File: config.mk
export PLATFORM = sky130hd
export DESIGN_NAME = conv_frame_encoder
export DESIGN_NICKNAME = d
export VERILOG_FILES = /design/src/rtl/conv_frame_encoder.sv
export SDC_FILE = /design/constraint.sdc
export NUM_CORES = 1
export LEC_CHECK = 0
export ABC_CLOCK_PERIOD_IN_PS = 2540
export CORE_ASPECT_RATIO = 1.5
export CORE_MARGIN = 2
export CORE_UTILIZATION = 45
export DETAILED_ROUTE_END_ITERATION = 10
export PLACE_DENSITY = 0.72
export SLEW_MARGIN = 30
export SYNTH_ARGS = -nofsm -noshare
export SYNTH_HDL_FRONTEND = slang
export SYNTH_SLANG_ARGS = --single-unit
File: constraint.sdc
create_clock -name clk -period 2.54 [get_ports clk]
set_input_delay 0.508 -clock clk [delete_from_list [all_inputs] [get_ports clk]]
set_output_delay 0.508 -clock clk [all_outputs]
set_load 0.02 [all_outputs]
File: src/rtl/conv_frame_encoder.sv
// -----------------------------------------------------------------------------
// conv_frame_encoder
//   Rate-1/2 feed-forward convolutional encoder with framing. The input bit
//   stream is cut into frames of FRAME_LEN data bits. Each frame is closed with
//   K-1 forced zero tail bits, so that the downstream Viterbi trellis ends in
//   state 0. One 2-bit symbol is emitted per encoded bit, and every output is
//   registered.
//
// Ports
//   clk        in   1   rising-edge clock
//   rst        in   1   asynchronous, active-low reset
//   enable_i   in   1   d_in is valid this cycle
//   d_in       in   1   data bit
//   ready_o    out  1   encoder accepts d_in this cycle (low during the tail)
//   valid_o    out  1   d_out carries a new symbol
//   d_out      out  2   {G0 parity, G1 parity}
//   sof_o      out  1   pulse with the first symbol of a frame
//   eof_o      out  1   pulse with the last tail symbol of a frame
//   drop_o     out  1   pulse: enable_i was high while ready_o was low
//   frame_ct_o out  16  completed frame count, wraps
// -----------------------------------------------------------------------------
module conv_frame_encoder #(
  parameter int             K         = 3,
  parameter logic [K-1:0]   G0        = 3'b111,
  parameter logic [K-1:0]   G1        = 3'b101,
  parameter int             FRAME_LEN = 256
) (
  input  logic        clk,
  input  logic        rst,
  input  logic        enable_i,
  input  logic        d_in,
  output logic        ready_o,
  output logic        valid_o,
  output logic [1:0]  d_out,
  output logic        sof_o,
  output logic        eof_o,
  output logic        drop_o,
  output logic [15:0] frame_ct_o
);

  localparam int BW = $clog2(FRAME_LEN + 1);
  // tail_ct counts 0..K-2. It needs at least one bit, even when K=2.
  localparam int TW = (K > 2) ? $clog2(K - 1) : 1;
  localparam logic [BW-1:0] LAST_BIT  = BW'(FRAME_LEN);
  localparam logic [TW-1:0] LAST_TAIL = TW'(K - 2);

  typedef enum logic [1:0] {
    IDLE = 2'd0,
    DATA = 2'd1,
    TAIL = 2'd2
  } state_e;

  // Parity of the generator taps applied to the tap vector.
  function automatic logic gen_parity(input logic [K-1:0] v, input logic [K-1:0] g);
    return ^(v & g);
  endfunction

  state_e          state_q, state_d;
  logic [K-2:0]    sr_q, sr_d;        // sr_q[K-2] is the most recent past bit
  logic [BW-1:0]   bit_ct_q, bit_ct_d;
  logic [TW-1:0]   tail_ct_q, tail_ct_d;
  logic            ready_q, ready_d;
  logic            valid_q, valid_d;
  logic [1:0]      dout_q, dout_d;
  logic            sof_q, sof_d;
  logic            eof_q, eof_d;
  logic            drop_q, drop_d;
  logic [15:0]     frame_ct_q, frame_ct_d;

  logic            accept_s;
  logic            emit_s;
  logic            u_s;
  logic [K-1:0]    v_s;
  logic [BW-1:0]   bit_inc_s;

  // Next-state, symbol generation and registered-output values.
  always_comb begin
    state_d    = state_q;
    sr_d       = sr_q;
    bit_ct_d   = bit_ct_q;
    tail_ct_d  = tail_ct_q;
    dout_d     = dout_q;
    frame_ct_d = frame_ct_q;
    valid_d    = 1'b0;
    sof_d      = 1'b0;
    eof_d      = 1'b0;

    accept_s  = enable_i & ready_q;
    drop_d    = enable_i & ~ready_q;
    // In the tail, the input is forced to zero, whatever d_in holds.
    u_s       = (state_q == TAIL) ? 1'b0 : d_in;
    v_s       = {u_s, sr_q};
    emit_s    = accept_s | (state_q == TAIL);
    bit_inc_s = bit_ct_q + 1'b1;

    if (emit_s) begin
      valid_d = 1'b1;
      dout_d  = {gen_parity(v_s, G0), gen_parity(v_s, G1)};
      sr_d    = v_s[K-1:1];
    end else begin
      valid_d = 1'b0;
    end

    case (state_q)
      IDLE, DATA: begin
        if (accept_s) begin
          sof_d    = (state_q == IDLE);
          bit_ct_d = bit_inc_s;
          if (bit_inc_s == LAST_BIT) begin
            state_d   = TAIL;
            tail_ct_d = '0;
          end else begin
            state_d = DATA;
          end
        end else begin
          state_d = state_q;
        end
      end
      TAIL: begin
        tail_ct_d = tail_ct_q + 1'b1;
        if (tail_ct_q == LAST_TAIL) begin
          eof_d      = 1'b1;
          frame_ct_d = frame_ct_q + 16'd1;
          state_d    = IDLE;
          sr_d       = '0;
          bit_ct_d   = '0;
          tail_ct_d  = '0;
        end else begin
          state_d = TAIL;
        end
      end
      default: begin
        state_d   = IDLE;
        sr_d      = '0;
        bit_ct_d  = '0;
        tail_ct_d = '0;
      end
    endcase

    // The registered ready_o reflects the state being entered.
    ready_d = (state_d != TAIL);
  end

  // State and output registers with asynchronous active-low reset.
  always_ff @(posedge clk or negedge rst) begin
    if (!rst) begin
      state_q    <= IDLE;
      sr_q       <= '0;
      bit_ct_q   <= '0;
      tail_ct_q  <= '0;
      ready_q    <= 1'b0;
      valid_q    <= 1'b0;
      dout_q     <= 2'b00;
      sof_q      <= 1'b0;
      eof_q      <= 1'b0;
      drop_q     <= 1'b0;
      frame_ct_q <= 16'd0;
    end else begin
      state_q    <= state_d;
      sr_q       <= sr_d;
      bit_ct_q   <= bit_ct_d;
      tail_ct_q  <= tail_ct_d;
      ready_q    <= ready_d;
      valid_q    <= valid_d;
      dout_q     <= dout_d;
      sof_q      <= sof_d;
      eof_q      <= eof_d;
      drop_q     <= drop_d;
      frame_ct_q <= frame_ct_d;
    end
  end

  assign ready_o    = ready_q;
  assign valid_o    = valid_q;
  assign d_out      = dout_q;
  assign sof_o      = sof_q;
  assign eof_o      = eof_q;
  assign drop_o     = drop_q;
  assign frame_ct_o = frame_ct_q;

endmodule
==> results.ini, run 1 <==
[logic_synthesis]
synth-warning-count = 0
synth_top_family_by_area = simple AND/OR/NAND/NOR gates
synthSimpleGateAreaFrac = 0.183
ys_async_sr_fraction = 1.00
synth_cells = 167
synth-edff-count = 0
syn_avg_cell_area_um2 = 10.6
synthXorXnorAreaFrac = 0.0941
synth_area_um2 = 1770
seq_area_frac_synth = 0.523
synth_compound_area_frac = 0.139
synthDistinctLibCells = 40
synthFlopType = dfrtp_1
yosys.area_share.adder = 0.0212
synth_nets = 174
ys_ff_latch = 37
synth_mux_area_frac = 0.0120

[power]
clkPwrFrac = 0.390
ir_drop_uv = 809
p_leak_nw = 0.941
p_int_mw = 1.01
power_frac_seq = 0.495
switchingPower_mw = 0.342
sw_frac_of_total = 0.253
combinationalPowerShare = 0.115
powerDensity_nw_per_um2 = 620

[die]
die_width_um = 55.2
rows = 27
die-area_um2 = 4460
start_util = 0.476
dieHeight_um = 80.8
pin_count = 27
coreArea_um2 = 3720

[clock_network]
cts_tree = done
root_buffer = clkbuf_8
cts_buffer_depth = 2
cts-resized-gates = 0
cts_max_level = 2
clk_latency_ns = 0.29
cts_sinks = 37
numCtsBuffers = 5
cts_setup_buffers = 0
hold_buffers = 0
clkTransAtPathRegs_ns = 0.08

[timing]
clock_skew_ns = 0.0120
worst_pin_slew_ns = 0.471
finalSetupViolations = 0
rsz0062_at_grt = no
max_freq_ghz = 0.530
setup_tns_ns = 0
fin_crit_sh = 0.743
slew_headroom = 0.686
drv_slew = 0
setup_ws_ns = 0.654
fin_crit_ns = 1.89
hold_viol = 0

[grt]
antenna_found_initial = 0
grt_pass1_wl_um = 6010
grtUsageTotal = 0.187
grt_max_degree = 38
grt_overflow_total = 0
grt_pass1_vias = 1314

[drt]
viasPerCell = 5.73
wirelength_um = 3620
drt_iter0_drc = 38
route.detailed.drc = 0
vias = 1376
wl_per_cell_um = 15.1
drt-pass1-iter-count = 4
ant_nets = 0

[layout]
fillers = 314
seq_area_um2 = 926
num_antenna_cells = 0
final_area_um2 = 2180
nets = 203
drive_gt1_frac = 0.0812
area_delta_synth_final_pct = 23.3
multi_input_area_um2 = 795

[min_path]
min_path_type = register to register

[critical_path]
cp-end-kind = output port
cp.arrival_ns = 1.38
cp_top_family = buffers and inverters
worst_path_max_delay_cell = clkdlybuf4s50_1
setup.worst_path.class = register to output port
rrSetupSlack_ns = 0.84
startpoint_type = register
critPathMaxFanout = 6
path_buf_inv = 1
critPathMaxStageDelay_ns = 0.64
path_cells = clkdlybuf4s50_1
crit_required_ns = 2.03

[placed_design]
dpl_cell_area_um2 = 2060
port_buffers = 26
gp_congestion = 0.752
preCtsSetupSlack_ns = 0.469
dp_hpwl_um = 2650

[run]
drv_cap = 0

[run_status]
run_status = completed

cell usage after synthesis (all sizes together) (4+ instances only):
cell | n | area (um^2)
nor2 | 8 | 30.0
xor2 | 4 | 35.0
and2 | 4 | 25.0
nand4 | 7 | 43.8
buf | 4 | 26.3
nand2 | 17 | 63.8
o21ai | 16 | 80.1
inv | 5 | 18.8
nand3 | 10 | 50.1
dfrtp | 37 | 926
xnor2 | 15 | 131
final cells by class:
| cell class | instances | share of cell area |
|---|---|---|
| clock buffers | 6 | 0.0379 |
| flip-flops and latches | 37 | 0.425 |
| clock inverters | 2 | 0.0172 |
| inverters | 5 | 0.00861 |
| repair buffers | 27 | 0.123 |
| multi-input cells | 120 | 0.364 |
| well taps | 43 | 0.0247 |
stage by stage:
stage / util / total power [mW] / std cells / hold slack, ns
floorplan: - / 0.778 / 167 / 0.212
global placement: 0.555 / 0.824 / 232 / 0.464
detailed placement: 0.555 / 0.835 / 232 / 0.479
CTS: 0.587 / 1.37 / 240 / 0.493
global route: 0.587 / 1.43 / 240 / 0.508
finish: 0.587 / 1.35 / 240 / 0.483
layer usage:
metal / up-vias / track usage / share of wire
li1: 659 / - / -
met1: 674 / 0.209 / 0.40
met2: 39 / 0.333 / 0.55
met3: 4 / 0.0496 / 0.041
met4: 0 / 0.0561 / 0.0086
met5: - / 0 / 0
sequential cells by signal (all words and copies together) (netlist names), 2 cells and up:
signal	cells
bit_ct_q	9
d_out	2
frame_ct_o	16
sr_q	2
state_q	2
path summary, 6_finish.rpt:
| kind | startpoint | end | cells after the start |
|---|---|---|---|
| max in group asynchronous | rst | d_out[1] | 2 |
| max | frame_ct_o[6] | frame_ct_o[6] | 1 |
| min | frame_ct_o[15] | frame_ct_o[15] | 1 |
| max reg2reg | bit_ct_q[0] | bit_ct_q[6] | 5 |
| min reg2reg | frame_ct_o[15] | frame_ct_o[15] | 1 |
| min in group asynchronous | rst | frame_ct_o[7] | 2 |
kinds of logic (layout without fill, tap and decap cells):
group	after synthesis	count (layout)
compound gates	36	36
mux	2	2
buf+inv	10	40
xor+xnor	19	19
flops	37	37
fa+ha+maj	3	3
simple gates	60	60
power by group through the flow:
stage | Combinational, mW | Clock, mW | Sequential (mW)
4_1_cts | 0.158 | 0.542 | 0.667
2_1_floorplan | 0.101 | 0 | 0.677
3_3_place_gp | 0.149 | 0 | 0.676
6_report | 0.156 | 0.527 | 0.669
3_5_place_dp | 0.156 | 0 | 0.679
5_1_grt | 0.174 | 0.578 | 0.676
worst reg2reg max path, cell delays in order, from the launching register on:
cell and delay, ns:
dfrtp_1 0.44, ha_1 0.39, and4_1 0.26, and2_1 0.19
o21bai_1 0.08, a22o_1 0.24
layout by cell type, fill, tap and decap left out, drive strengths merged, types with 3 or more instances in the layout:
master	synthesis	routed
ha	3	3
nand4	7	7
clkdlybuf4s50	0	26
clkbuf	1	6
xnor2	15	15
o21ai	16	16
nor2	8	8
a22o	3	3
dfrtp	37	37
nand3	10	10
a21oi	3	3
a31oi	3	3
and2	4	4
inv	5	5
nand2	17	17
xor2	4	4
and4	3	3
Power figures use the tool's default switching activity.
==> inputs of run 2 (changes only) <==
Settings changed: ABC_CLOCK_PERIOD_IN_PS 2540 to 2000.
Clock period 2.54 ns to 2 ns, I/O delays scaled along.
==> results.ini, run 2 (synthesized netlist as in run 1, its figures left out) <==
[timing]
fin_crit_ns = 1.77
clock_skew_ns = 0.00425  ; was 0.0120 ns
slew_headroom = 0.683  ; was 0.686
fin_crit_sh = 0.887
drv_slew = 0  ; unchanged
rsz0062_at_grt = no  ; unchanged
hold_viol = 0  ; unchanged
worst_pin_slew_ns = 0.474  ; was 0.471 ns
max_freq_ghz = 0.564
setup_ws_ns = 0.227  ; was 0.654 ns
finalSetupViolations = 0  ; unchanged
setup_tns_ns = 0  ; unchanged

[critical_path]
critPathMaxStageDelay_ns = 0.64  ; about the same
crit_cells = 1  ; unchanged
setup.worst_path.class = register to output port  ; unchanged
path_cells = clkdlybuf4s50_1  ; unchanged
cp.arrival_ns = 1.37  ; was 1.38 ns
crit_end = frame_ct_o[6]  ; unchanged
path_buf_inv = 1  ; unchanged
startpoint_type = register  ; unchanged
cp_top_family = buffers and inverters  ; unchanged
timing.rr.end = bit_ct_q[6]  ; unchanged
cp-end-kind = output port  ; unchanged
worst_path_max_delay_cell = clkdlybuf4s50_1  ; unchanged
rrSetupSlack_ns = 0.29  ; was 0.84 ns
r2r_start = bit_ct_q[0]  ; unchanged
startpoint = frame_ct_o[6]  ; unchanged
reg2reg_depth = 5  ; unchanged
crit_required_ns = 1.60  ; was 2.03 ns
critPathMaxFanout = 6  ; unchanged

[clock_network]
cts_setup_buffers = 0  ; unchanged
cts_tree = done  ; unchanged
numCtsBuffers = 5  ; unchanged
cts-resized-gates = 0  ; unchanged
cts_buffer_depth = 2  ; unchanged
cts_sinks = 37  ; unchanged
clk_latency_ns = 0.29  ; about the same
root_buffer = clkbuf_8  ; unchanged
cts_max_level = 2  ; unchanged
clkTransAtPathRegs_ns = 0.07  ; was 0.08 ns
hold_buffers = 0  ; unchanged

[drt]
drt_iter0_drc = 44  ; was 38
wirelength_um = 3750  ; was 3620 um
wl_per_cell_um = 15.5  ; was 15.1 um
viasPerCell = 5.68  ; was 5.73
ant_nets = 0  ; unchanged
route.detailed.drc = 0  ; unchanged
drt-pass1-iter-count = 4  ; unchanged
vias = 1374  ; was 1376

[layout]
largest_reg_flops = 16  ; unchanged
mostFrequentLayoutCells = dfrtp_1 (37), clkdlybuf4s50_1 (26), nand2_1 (17)  ; unchanged
mostFrequentLayoutCell = dfrtp_1  ; unchanged
num_antenna_cells = 0  ; unchanged
nets = 205  ; was 203
utilization = 0.581  ; was 0.587
area_delta_synth_final_pct = 22.0  ; was 23.3%
drive_gt1_frac = 0.0854  ; was 0.0812

[grt]
grt_overflow_total = 0  ; unchanged
grt_pass1_wl_um = 5980  ; was 6010 um
grt_max_degree = 38  ; unchanged
grtUsageTotal = 0.185  ; was 0.187
antenna_found_initial = 0  ; unchanged
grt_pass1_vias = 1340  ; was 1314

[placed_design]
gp_congestion = 0.809  ; was 0.752
dp_hpwl_um = 2740  ; was 2650 um
port_buffers = 26  ; unchanged
preCtsSetupSlack_ns = 0.152  ; was 0.469 ns

[die]
pin_count = 27  ; unchanged
die_width_um = 55.2  ; unchanged
rows = 27  ; unchanged
dieHeight_um = 80.8  ; unchanged
start_util = 0.476  ; unchanged
die-area_um2 = 4460  ; unchanged
coreArea_um2 = 3720  ; unchanged

[min_path]
min_path_type = register to register  ; unchanged

[power]
p_leak_nw = 0.938  ; was 0.941 nW
powerDensity_nw_per_um2 = 723  ; was 620 nW/um^2
ir_drop_uv = 545  ; was 809 uV

[run]
drv_cap = 0  ; unchanged

[run_status]
run_status = completed  ; unchanged

## run 2: cell types whose count changed in the layout (fill, tap and decap cells not counted), sizes merged
cell / before / now
clkinv: 0 / 2
buf: 1 / 3
clkinvlp: 1 / 0
bufinv: 1 / 0
## run 2: metrics by stage
stage,cells,power (mW),cell area (um^2),hold WS (ns)
floorplan,167,0.988,1770,0.104
global placement,234,1.05,2080,0.464
detailed placement,234,1.07,2080,0.481
CTS,242,1.57,2160,0.495
global route,242,1.64,2160,0.517
finish,242,1.56,2160,0.492
## run 2: final cells by class
class                   count  area [um^2]
clock buffers               6         72.6
clock inverters             2         10.0
fillers                   331         1560
inverters                   5         18.8
multi-input cells         120          795
flip-flops and latches     37          926
well taps                  43         53.8
repair buffers             29          283
## run 2: worst min path at each step
stage / start / to / slack [ns] / depth (start not counted)
6_report: frame_ct_o[11] / frame_ct_o[11] / 0.49 / 1
5_1_grt: frame_ct_o[11] / frame_ct_o[11] / 0.52 / 1
4_1_cts: state_q[0] / sof_o / 0.50 / 1
3_5_place_dp: state_q[0] / sof_o / 0.48 / 1
3_3_place_gp: frame_ct_o[15] / frame_ct_o[15] / 0.46 / 1
2_1_floorplan: rst / bit_ct_q[0] / 0.10 / 0
## run 2: power by group
group	switching (mW)	internal [mW]	total (mW)
registers	0.0626	0.790	0.853
clock network	0.265	0.241	0.507
logic	0.111	0.0909	0.202
## run 2: layer usage
layer / part of all wire / GRT usage / up-vias
met5: 0 / 0 / -
met4: 0.0077 / 0.0829 / 0
met3: 0.043 / 0.0460 / 4
met2: 0.54 / 0.325 / 36
met1: 0.40 / 0.202 / 677
li1: - / - / 657
==> inputs of run 3 (changes only) <==
Settings changed: HOLD_SLACK_MARGIN set to 0.08.
==> results of run 3 <==
Same layout as run 2: the final DEF is identical, and so are final timing and power.
